===== config.mk =====
export PLATFORM = sky130hd
export DESIGN_NAME = branch_unit
export DESIGN_NICKNAME = d
export VERILOG_FILES = /design/src/rtl/branch_unit.sv
export SDC_FILE = /design/constraint.sdc
export NUM_CORES = 1
export LEC_CHECK = 0
export BUFFER_PORTS_ARGS = -buffer_cell sky130_fd_sc_hd__buf_2
export CAP_MARGIN = 20
export CORE_MARGIN = 2
export CORE_UTILIZATION = 45
export CTS_CLUSTER_DIAMETER = 150
export DETAILED_ROUTE_END_ITERATION = 16
export PLACE_DENSITY = 0.76
export SYNTH_ARGS = -nofsm -noshare
export SYNTH_HDL_FRONTEND = slang
export SYNTH_SLANG_ARGS = --single-unit

===== constraint.sdc =====
create_clock -name clk -period 1.7 [get_ports clk]
set_clock_uncertainty 0.1 [all_clocks]
set_input_delay 0.085 -clock clk [delete_from_list [all_inputs] [get_ports clk]]
set_output_delay 0.085 -clock clk [all_outputs]
set_load 0.1 [all_outputs]

===== src/rtl/branch_unit.sv =====
// -----------------------------------------------------------------------------
// branch_unit
//   Turns an ALU compare result into a PC-select decision. The decision is
//   also registered once, and conditional-taken and jump events are counted.
//
// Ports
//   clk         : rising-edge clock for all registered state
//   rst_n       : asynchronous active-low reset
//   alu_result  : SUB difference (EQ/NE) or SLT/SLTU result (LT/GE/LTU/GEU)
//   cmp_opcode  : compare selector
//                 EQ=000 NE=001 LT=100 GE=101 LTU=110 GEU=111
//                 010/011 = no compare
//   pc_jump     : unconditional jump (JAL/JALR)
//   branch      : combinational PC select
//                 00 = PC+4, 01 = conditional branch taken, 10 = jump
//   branch_q    : branch registered once
//   taken_cnt   : count of edges at which branch == 01 (wraps)
//   jump_cnt    : count of edges at which branch == 10 (wraps)
// -----------------------------------------------------------------------------
module branch_unit #(
  parameter int CNT_W = 32
) (
  input  logic             clk,
  input  logic             rst_n,
  input  logic [31:0]      alu_result,
  input  logic [2:0]       cmp_opcode,
  input  logic             pc_jump,
  output logic [1:0]       branch,
  output logic [1:0]       branch_q,
  output logic [CNT_W-1:0] taken_cnt,
  output logic [CNT_W-1:0] jump_cnt
);

  localparam logic [2:0] OP_EQ  = 3'b000;
  localparam logic [2:0] OP_NE  = 3'b001;
  localparam logic [2:0] OP_LT  = 3'b100;
  localparam logic [2:0] OP_GE  = 3'b101;
  localparam logic [2:0] OP_LTU = 3'b110;
  localparam logic [2:0] OP_GEU = 3'b111;

  localparam logic [1:0] SEL_SEQ  = 2'b00;
  localparam logic [1:0] SEL_TAKE = 2'b01;
  localparam logic [1:0] SEL_JUMP = 2'b10;

  logic             cond_s;
  logic [1:0]       branch_s;
  logic [1:0]       branch_q_r;
  logic [CNT_W-1:0] taken_cnt_r;
  logic [CNT_W-1:0] jump_cnt_r;

  // Evaluate the compare condition. The SLT/SLTU result lives in bit 0
  // only, so the upper bits are ignored for the ordered compares.
  // Unknown opcodes fall to the default and give false.
  function automatic logic cond_eval(input logic [2:0]  op,
                                     input logic [31:0] res);
    logic c;
    c = 1'b0;
    case (op)
      OP_EQ:   c = (res == 32'd0);
      OP_NE:   c = (res != 32'd0);
      OP_LT,
      OP_LTU:  c = (res[0] == 1'b1);
      OP_GE,
      OP_GEU:  c = (res[0] == 1'b0);
      default: c = 1'b0;
    endcase
    return c;
  endfunction

  // Compute the compare condition from the current inputs.
  always_comb begin
    cond_s = cond_eval(cmp_opcode, alu_result);
  end

  // Select the PC source. Only a known 1 on pc_jump selects a jump.
  // The taken path also requires a known 0 on pc_jump. An X/Z compare
  // evaluates as not-true in the if, so unknown inputs fall to PC+4.
  always_comb begin
    branch_s = SEL_SEQ;
    if (pc_jump == 1'b1) begin
      branch_s = SEL_JUMP;
    end else if ((pc_jump == 1'b0) && cond_s) begin
      branch_s = SEL_TAKE;
    end else begin
      branch_s = SEL_SEQ;
    end
  end

  // Register the decision once.
  always_ff @(posedge clk or negedge rst_n) begin
    if (!rst_n) begin
      branch_q_r <= 2'b00;
    end else begin
      branch_q_r <= branch_s;
    end
  end

  // Count events. The two counters are mutually exclusive by the branch
  // encoding, and each wraps naturally at 2^CNT_W.
  always_ff @(posedge clk or negedge rst_n) begin
    if (!rst_n) begin
      taken_cnt_r <= '0;
      jump_cnt_r  <= '0;
    end else begin
      case (branch_s)
        SEL_TAKE: taken_cnt_r <= taken_cnt_r + {{(CNT_W-1){1'b0}}, 1'b1};
        SEL_JUMP: jump_cnt_r  <= jump_cnt_r  + {{(CNT_W-1){1'b0}}, 1'b1};
        default: begin
          taken_cnt_r <= taken_cnt_r;
          jump_cnt_r  <= jump_cnt_r;
        end
      endcase
    end
  end

  assign branch    = branch_s;
  assign branch_q  = branch_q_r;
  assign taken_cnt = taken_cnt_r;
  assign jump_cnt  = jump_cnt_r;

endmodule


==> flow_metrics.tcl, run 1 <==
set metrics [dict create \
    drc 0 \
    drt_iter0_drc 116 \
    dp_hpwl_mm 5.183 \
    hold_viol 0 \
    die_y_um 86.72 \
    antenna_found_initial 0 \
    violations "negative setup slack" \
    cts_htree_levels 3 \
    cts.path.max_buffers 2 \
    setup_violations 17 \
    ir_worst_vdd_v 0.001151 \
    areaGrowthSynthToFinish_pct 63.27 \
    routedWlPerCell_um 15.44 \
    wl_mm 8.261 \
    worstSetupStartpointType "input pin" \
    mostFrequentLayoutCell "buf_2" \
    via_per_inst 5.166 \
    netlist_area_sq_um 3079 \
    end_kind "primary output" \
    initial_core_util_pct 45.83 \
    fin_crit_sh_pct 106.9 \
    grt_pass1_vias 2665 \
    overflow 0 \
    crit_top_cell "buf_12" \
    grt_max_degree 67 \
    cts_buffers 9 \
    crit_chain "buf_2 -> nor4_2 -> nand4_1 -> buf_4 -> o311ai_4 -> buf_12 -> clkinvlp_4 -> buf_12" \
    final_nets 490 \
    period_minus_slack_ns 1.817 \
    synth_seq_cells 66 \
    ant_nets 0 \
    synth-edff-count 0 \
    synth_area_per_cell_sq_um 11.00 \
    crit_path_max_incr_delay_ns 0.34 \
    cp.buffers_inverters 5 \
    r2r_setup_slack_ns -0.10 \
    grt_pass1_wl_mm 12.17 \
    synth_async_sr_flop_share_pct 100.0 \
    hold_class "input pin to flop" \
    grt_util_all_layers_pct 20.72 \
    maxCapViolations 0 \
    dieArea_sq_um 7520 \
    finalWeightedCongestion 0.7769 \
    worstPathArrival_ns 1.63 \
    cts-root-buf "clkbuf_8" \
    dr.pass1.iters 4 \
    drive_above_1_share_pct 63.96 \
    rows 30 \
    ys_seq_area_share_pct 53.64 \
    p_leak_nw 2.536 \
    portBuffers 105 \
    critPathMaxFanout 3 \
    critPathKind "input pin to primary output" \
    grt_setup_unrepaired "yes" \
    tritoncts "built" \
    yosysWarningCount 0 \
    power_density_nw_per_um2 1223 \
    route.vias.total 2764 \
    fmax_ghz 0.5504 \
    finalMaxSlewViolations 0 \
    ios 106 \
    die_w_um 86.72 \
    syn_inst 280 \
    cts.clk_slew.worst_paths_ns 0.07 \
    total_power_mw 6.147 \
    synth_cell_types 29 \
    worst_path_max_delay_cell "o311ai_4" \
    slew_headroom_pct 65.93 \
    insertion_delay_ns 0.34 \
    mostFrequentLayoutCells "buf_2, buf_4, xor2_1" \
    ys.flop_type "dfrtp_1" \
    crit_family "buffers and inverters" \
    fin_ws_ns -0.1168 \
    status "finished, violations left" \
    cts.sinks 66 \
    worstMarginPinSlew_ns 0.5146 \
    dp_slack_ns -0.3326 \
    syn_nets 320 \
    cp.required_ns 1.51 \
    antenna_cells 0 \
    core_area_sq_um 6719 \
]
[logic make-up after synthesis]
kind of cell             synth area share (%)
AND/OR/NAND/NOR                         23.41
multiplexers                           0.7314
adder cells (fa/ha/maj)                0.8125
buffers and inverters                   2.316
XOR/XNOR                                17.92
AO/OA/AOI/OAI                           1.179
flip-flops                              53.64
[where the power goes]
part,total [mW],internal (mW),switching (mW),leakage (nW)
logic,2.62,0.618,2.00,1.64
registers,2.07,1.86,0.211,0.786
clock network,1.46,0.861,0.598,0.109
[path summary, 6_finish.rpt]
check,startpoint,end,cells after the start
worst max-delay path,alu_result[27],branch[0],8
min in group asynchronous,rst_n,jump_cnt[11],3
worst min register to register,jump_cnt[31],jump_cnt[31],1
max in group asynchronous,rst_n,jump_cnt[2],3
worst max register to register,taken_cnt[4],taken_cnt[12],7
worst min-delay path,pc_jump,jump_cnt[1],2
[area by class of cell]
type                    instances  area (sq um)
repair buffers                164          1112
clock inverters                 5         77.57
fillers                       446          1692
inverters                      10         41.29
multi-input cells             199          1779
clock buffers                  11         141.4
well taps                      80         100.1
flip-flops and latches         66          1775
[flip-flops by register name, summed over array words and instances, names as in the netlist]
register   count
jump_cnt      32
taken_cnt     32
branch_q       2
[worst register-to-register path: stages, from the launching register on]
cell and delay [ns]:
dfrtp_4 0.40, and3_4 0.19, nand4_1 0.14, nor2_2 0.17, nand3_2 0.13, buf_6 0.17, nor3_4 0.16, xor2_1 0.24
[Yosys cell counts, types with 2 or more instances]
cell	n	area [sq um]
and3_1	8	50.05
buf_2	3	15.01
dfrtp_1	66	1652
ha_1	2	25.02
inv_1	10	37.54
mux2_2	2	22.52
nand2_1	31	116.4
nand3_1	13	65.06
nand4_1	14	87.58
nor2_1	18	67.56
nor3_1	21	105.1
nor4_1	11	68.82
nor4_4	3	63.81
or3_1	2	12.51
xnor2_1	28	245.2
xor2_1	35	306.5
[metal layers]
layer | track usage (%) | vias to the layer above | share of wire (%)
li1 | - | 1310 | -
met1 | 26.56 | 1354 | 42
met2 | 34.27 | 83 | 51
met3 | 5.238 | 17 | 4.9
met4 | 6.960 | 0 | 2.0
met5 | 0 | - | 0
[per-stage QoR]
stage / hold WS (ns) / instances / utilization, % / instance area (sq um) / setup TNS [ns]
3_5_place_dp: 0.03325 / 502 / 64.17 / 4312 / -7.396
4_1_cts: 0.002913 / 530 / 69.85 / 4693 / -1.555
5_1_grt: 0.03010 / 535 / 74.82 / 5027 / -3.225
6_report: 0.02315 / 535 / 74.82 / 5027 / -1.124
3_3_place_gp: 0.02624 / 502 / 64.17 / 4312 / -5.707
2_1_floorplan: -0.3106 / 280 / - / 3392 / -8.770
[what timing repair did]
action	CTS	global route
endpoints found under the hold margin	68	0
cloned	1	0
hold buffers	2	0
resized for setup	10	59
pin swaps	9	31
buffers inserted	9	7
endpoints found under the setup margin	22	44
Note: power is estimated with default switching activity, not from simulation.
==> run 2: changes to the inputs <==
--- a/config.mk
+++ b/config.mk
@@ -12,6 +12,7 @@
 export CTS_CLUSTER_DIAMETER = 150
 export DETAILED_ROUTE_END_ITERATION = 16
 export PLACE_DENSITY = 0.76
+export RECOVER_POWER = 25
 export SYNTH_ARGS = -nofsm -noshare
 export SYNTH_HDL_FRONTEND = slang
 export SYNTH_SLANG_ARGS = --single-unit
==> run 2 against run 1 <==
  * The flow still finishes with violations (negative setup slack)
  * Non-clock buffer count stayed put
  * Global-route usage stayed put
  * Combinational power hardly changed
  * Power hardly changed
  * Via count is 1.0% lower
  * First-iteration DRC count is 11% higher
  * Setup slack better by 0.0027 ns
  * Critical path type unchanged
  * Hold slack better by 0.10 ns
  * Clock power hardly changed
  * Final area is 0.27% lower
  * Largest power group unchanged
  * Sequential power hardly changed
==> flow_metrics.tcl, run 2 (same netlist as run 1, synthesis figures left out) <==
set metrics [dict create \
    status "finished, violations left" \
    violations "negative setup slack" \
    final_cell_area_sq_um 5014 \
    end_kind "primary output" \
    mostFrequentLayoutCell "buf_2" \
    insertion_delay_ns 0.34 \
    die_w_um 86.72 \
    worstSetupStartpointType "input pin" \
    hold_viol 0 \
    finalWeightedCongestion 0.7769 \
    maxCapViolations 0 \
    seq_area_sq_um 1775 \
    cts-root-buf "clkbuf_8" \
    post-route-util_pct 74.62 \
    setup_tns_ns -1.153 \
    areaGrowthSynthToFinish_pct 62.82 \
    portBuffers 105 \
    dieArea_sq_um 7520 \
    critPathMaxFanout 3 \
    cts_htree_levels 3 \
    ir_worst_vdd_v 0.001150 \
    cts.path.max_buffers 2 \
    cp.required_ns 1.51 \
    fmax_ghz 0.5512 \
    fin_ws_ns -0.1141 \
    cts.clk_slew.worst_paths_ns 0.07 \
    setup_violations 17 \
    grt_pass1_vias 2665 \
    fill_cells 448 \
    cts_buffers 9 \
    antenna_found_initial 0 \
    ant_nets 0 \
    core_area_sq_um 6719 \
    mostFrequentLayoutCells "buf_2, buf_4, xor2_1" \
    final_nets 490 \
    drt_iter0_drc 129 \
    dr.pass1.iters 4 \
    multi_input_area_sq_um 1779 \
    drive_above_1_share_pct 63.74 \
    die_y_um 86.72 \
    overflow 0 \
    rows 30 \
    routedWlPerCell_um 15.51 \
    route.vias.total 2735 \
    wl_mm 8.298 \
    dp_slack_ns -0.3326 \
    finalMaxSlewViolations 0 \
    cts.sinks 66 \
    crit_path_max_incr_delay_ns 0.34 \
    slew_headroom_pct 40.03 \
    critPathKind "input pin to primary output" \
    crit_chain "buf_2 -> nor4_2 -> nand4_1 -> buf_4 -> o311ai_4 -> buf_12 -> clkinvlp_4 -> buf_12" \
    p_leak_nw 2.529 \
    via_per_inst 5.112 \
    power_density_nw_per_um2 1226 \
    initial_core_util_pct 45.83 \
    grt_setup_unrepaired "yes" \
    ios 106 \
    grt_pass1_wl_mm 12.17 \
    worstPathArrival_ns 1.63 \
    worst_path_max_delay_cell "o311ai_4" \
    worstMarginPinSlew_ns 0.8996 \
    grt_max_degree 67 \
    drc 0 \
    dpl_cell_area_sq_um 4312 \
    period_minus_slack_ns 1.814 \
    tritoncts "built" \
    crit_top_cell "buf_12" \
    fin_crit_sh_pct 106.7 \
    hold_class "input pin to flop" \
    grt_util_all_layers_pct 20.72 \
    dp_hpwl_mm 5.183 \
    antenna_cells 0 \
]
-- run 2: changes by cell type in the layout (fill, tap and decap cells not counted) --
cell      delta
clkbuf_4     +1
clkbuf_1     +1
buf_12       -1
buf_2        -1
-- run 2: power by group --
part           total [mW]  switching, mW  internal, mW  leakage, nW
Combinational        2.61           2.00         0.615         1.63
Clock                1.46          0.601         0.861        0.109
Sequential           2.07          0.212          1.86        0.786
Total                6.15           2.81          3.34         2.53
-- run 2: cell type report --
class,count,share of cell area [%]
inverter,10,0.8236
clock buffer,11,2.820
multi-input combinational,199,35.49
clock inverter,5,1.547
sequential,66,35.41
tap,80,1.997
timing repair buffer,164,21.91
-- run 2: critical path, delay by kind of cell --
family          cells  cell delay, ns
simple gates        2            0.44
compound gates      1            0.34
buf+inv             5            0.75
-- run 2: final timing paths --
path / startpoint / end / slack (ns) / depth (start not counted)
worst min-delay path: pc_jump / jump_cnt[1] / 0.12 / 2
worst max register to register: taken_cnt[4] / taken_cnt[21] / -0.10 / 6
max in group asynchronous: rst_n / taken_cnt[12] / 0.38 / 3
worst min register to register: jump_cnt[31] / jump_cnt[31] / 0.36 / 1
worst max-delay path: alu_result[27] / branch[0] / -0.11 / 8
min in group asynchronous: rst_n / jump_cnt[8] / 0.42 / 3
-- run 2: layer usage --
| layer | share of wire [%] | vias up | wire length [um] | GRT usage, % |
|---|---|---|---|---|
| li1 | - | 1303 | - | - |
| met1 | 42 | 1335 | 3469 | 26.56 |
| met2 | 52 | 86 | 4285 | 34.27 |
| met3 | 4.9 | 11 | 404 | 5.238 |
| met4 | 1.7 | 0 | 138 | 6.960 |
| met5 | 0 | - | 0 | 0 |
-- run 2: what timing repair did --
action / 4_1_cts / 5_1_grt
endpoints found under the hold margin: 68 / 0
hold buffers: 2 / 0
buffers inserted: 9 / 7
pin swaps: 9 / 31
resized for setup: 10 / 59
setup endpoints to repair: 22 / 44
gates cloned: 1 / 0
-- run 2: stage by stage --
stage | power [mW] | std cells | hold WS [ns]
6_report | 6.147 | 535 | 0.1242
5_1_grt | 6.381 | 535 | 0.1468
4_1_cts | 6.078 | 530 | 0.002913
3_3_place_gp | 4.520 | 502 | 0.02624
2_1_floorplan | 3.959 | 280 | -0.3106
3_5_place_dp | 4.551 | 502 | 0.03325
==> run 3: changes to the inputs <==
--- a/config.mk
+++ b/config.mk
@@ -13,6 +13,7 @@
 export DETAILED_ROUTE_END_ITERATION = 16
 export PLACE_DENSITY = 0.76
 export RECOVER_POWER = 25
+export REMOVE_ABC_BUFFERS = 1
 export SYNTH_ARGS = -nofsm -noshare
 export SYNTH_HDL_FRONTEND = slang
 export SYNTH_SLANG_ARGS = --single-unit
==> run 3 against run 2 <==
  * The run still ends with negative setup slack left
  * First-iteration DRC count down 16%
  * Clock-buffer cell count up 3
  * Via count up 4.6%
==> flow_metrics.tcl, run 3 (same netlist as run 1, synthesis figures left out) <==
set metrics [dict create \
    ir_worst_vdd_v 0.001066 \
    die_w_um 86.72 \
    reg2regPathDepth 8 \
    tritoncts "built" \
    violations "negative setup slack" \
    fill_cells 435 \
    mostFrequentLayoutCells "buf_2, dfrtp_1, buf_4" \
    slew_headroom_pct 39.10 \
    fmax_ghz 0.5426 \
    finalWeightedCongestion 0.7929 \
    drt_iter0_drc 108 \
    final_nets 507 \
    cp.required_ns 1.86 \
    status "finished, violations left" \
    dpl_cell_area_sq_um 4084 \
    cts.clk_slew.worst_paths_ns 0.07 \
    core_area_sq_um 6719 \
    drive_above_1_share_pct 54.87 \
    worstReg2RegStart "taken_cnt[3]" \
    antenna_found_initial 0 \
    overflow 0 \
    grt_util_all_layers_pct 23.01 \
    mostFrequentLayoutCell "buf_2" \
    final_cell_area_sq_um 5050 \
    hold_class "input pin to flop" \
    hold_viol 0 \
    route.vias.total 2861 \
    maxCapViolations 0 \
    post-route-util_pct 75.16 \
    setup_violations 33 \
    worstHoldPathCells 6 \
    areaGrowthSynthToFinish_pct 64.00 \
    fin_crit_sh_pct 108.4 \
    via_per_inst 5.183 \
    drc 0 \
    initial_core_util_pct 45.83 \
    antenna_cells 0 \
    cts_buffers 9 \
    dr.pass1.iters 4 \
    cts-root-buf "clkbuf_8" \
    dp_hpwl_mm 5.198 \
    insertion_delay_ns 0.34 \
    critPathKind "flop to flop" \
    routedWlPerCell_um 15.96 \
    p_leak_nw 2.676 \
    critPathMaxFanout 5 \
    cp-startpoint "taken_cnt[3]" \
    grt_pass1_wl_mm 13.43 \
    min_from "cmp_opcode[2]" \
    period_minus_slack_ns 1.843 \
    seq_area_sq_um 1652 \
    worstSetupStartpointType "flop" \
    rows 30 \
    cts_htree_levels 3 \
    end_kind "flop" \
    ant_nets 0 \
    finalMaxSlewViolations 0 \
    worstMarginPinSlew_ns 0.9134 \
    setup_tns_ns -2.073 \
    cts.sinks 66 \
    ios 106 \
    grt_pass1_vias 2839 \
    power_density_nw_per_um2 1196 \
    wl_mm 8.810 \
    grt_setup_unrepaired "yes" \
    multi_input_area_sq_um 1833 \
    die_y_um 86.72 \
    portBuffers 105 \
    dieArea_sq_um 7520 \
    fin_ws_ns -0.1429 \
    grt_max_degree 67 \
    worstPathArrival_ns 2.00 \
    cts.path.max_buffers 2 \
]
run 3: changes by cell type in the layout (fill, tap and decap cells not counted), sizes merged:
cell      delta
buf         +17
clkbuf       +4
clkinvlp     -2
bufbuf       -1
bufinv       -1
clkinv       -1
inv          +1
run 3: repair_timing:
| item | CTS | global route |
|---|---|---|
| endpoints found under the hold margin | 68 | 0 |
| setup endpoints to repair | 32 | 41 |
| pin swaps | 25 | 26 |
| cloned | 2 | 0 |
| setup buffers | 8 | 15 |
| resized for setup | 52 | 62 |
| hold buffers | 2 | 0 |
run 3: layout make-up:
cell class,count,area share (%)
Multi-Input combinational cell,199,36.30
Clock buffer,14,3.221
Inverter,10,0.7929
Tap cell,80,1.982
Clock inverter,2,0.6938
Sequential cell,66,32.71
Timing Repair Buffer,181,24.31
run 3: stage by stage:
step	hold WS [ns]	instances	setup WS, ns	power (mW)
finish	0.2704	552	-0.1429	6.039
CTS	0.1977	538	-0.05110	5.858
detailed placement	0.03211	510	-0.4227	4.448
global route	0.2832	552	-0.2468	6.267
floorplan	-0.3106	275	-1.786	3.767
global placement	0.02589	510	-0.3708	4.402
run 3: path summary, 6_finish.rpt:
path | to | slack (ns)
max | taken_cnt[24] | -0.14
max reg2reg | taken_cnt[24] | -0.14
max in group asynchronous | taken_cnt[1] | 0.49
min | branch_q[0] | 0.27
min in group asynchronous | taken_cnt[24] | 0.39
min reg2reg | jump_cnt[31] | 0.37
run 3: per-layer routing:
metal  GRT usage, %  share of wire (%)
met5              0                  0
met4          10.37                2.6
met3          4.667                4.7
met2          37.90                 52
met1          29.25                 41
run 3: power breakdown:
group	switching [mW]	total, mW	internal (mW)
combinational	2.09	2.75	0.663
sequential	0.175	1.94	1.77
clock	0.586	1.34	0.758
run 3: worst max-delay path, cell delays in order, from the launching register on:
cell     delay [ns]
dfrtp_1        0.37
and3_4         0.19
nand4_1        0.13
buf_4          0.19
nor2_4         0.12
nand3_4        0.10
buf_6          0.16
nor3_4         0.18
xor2_1         0.21
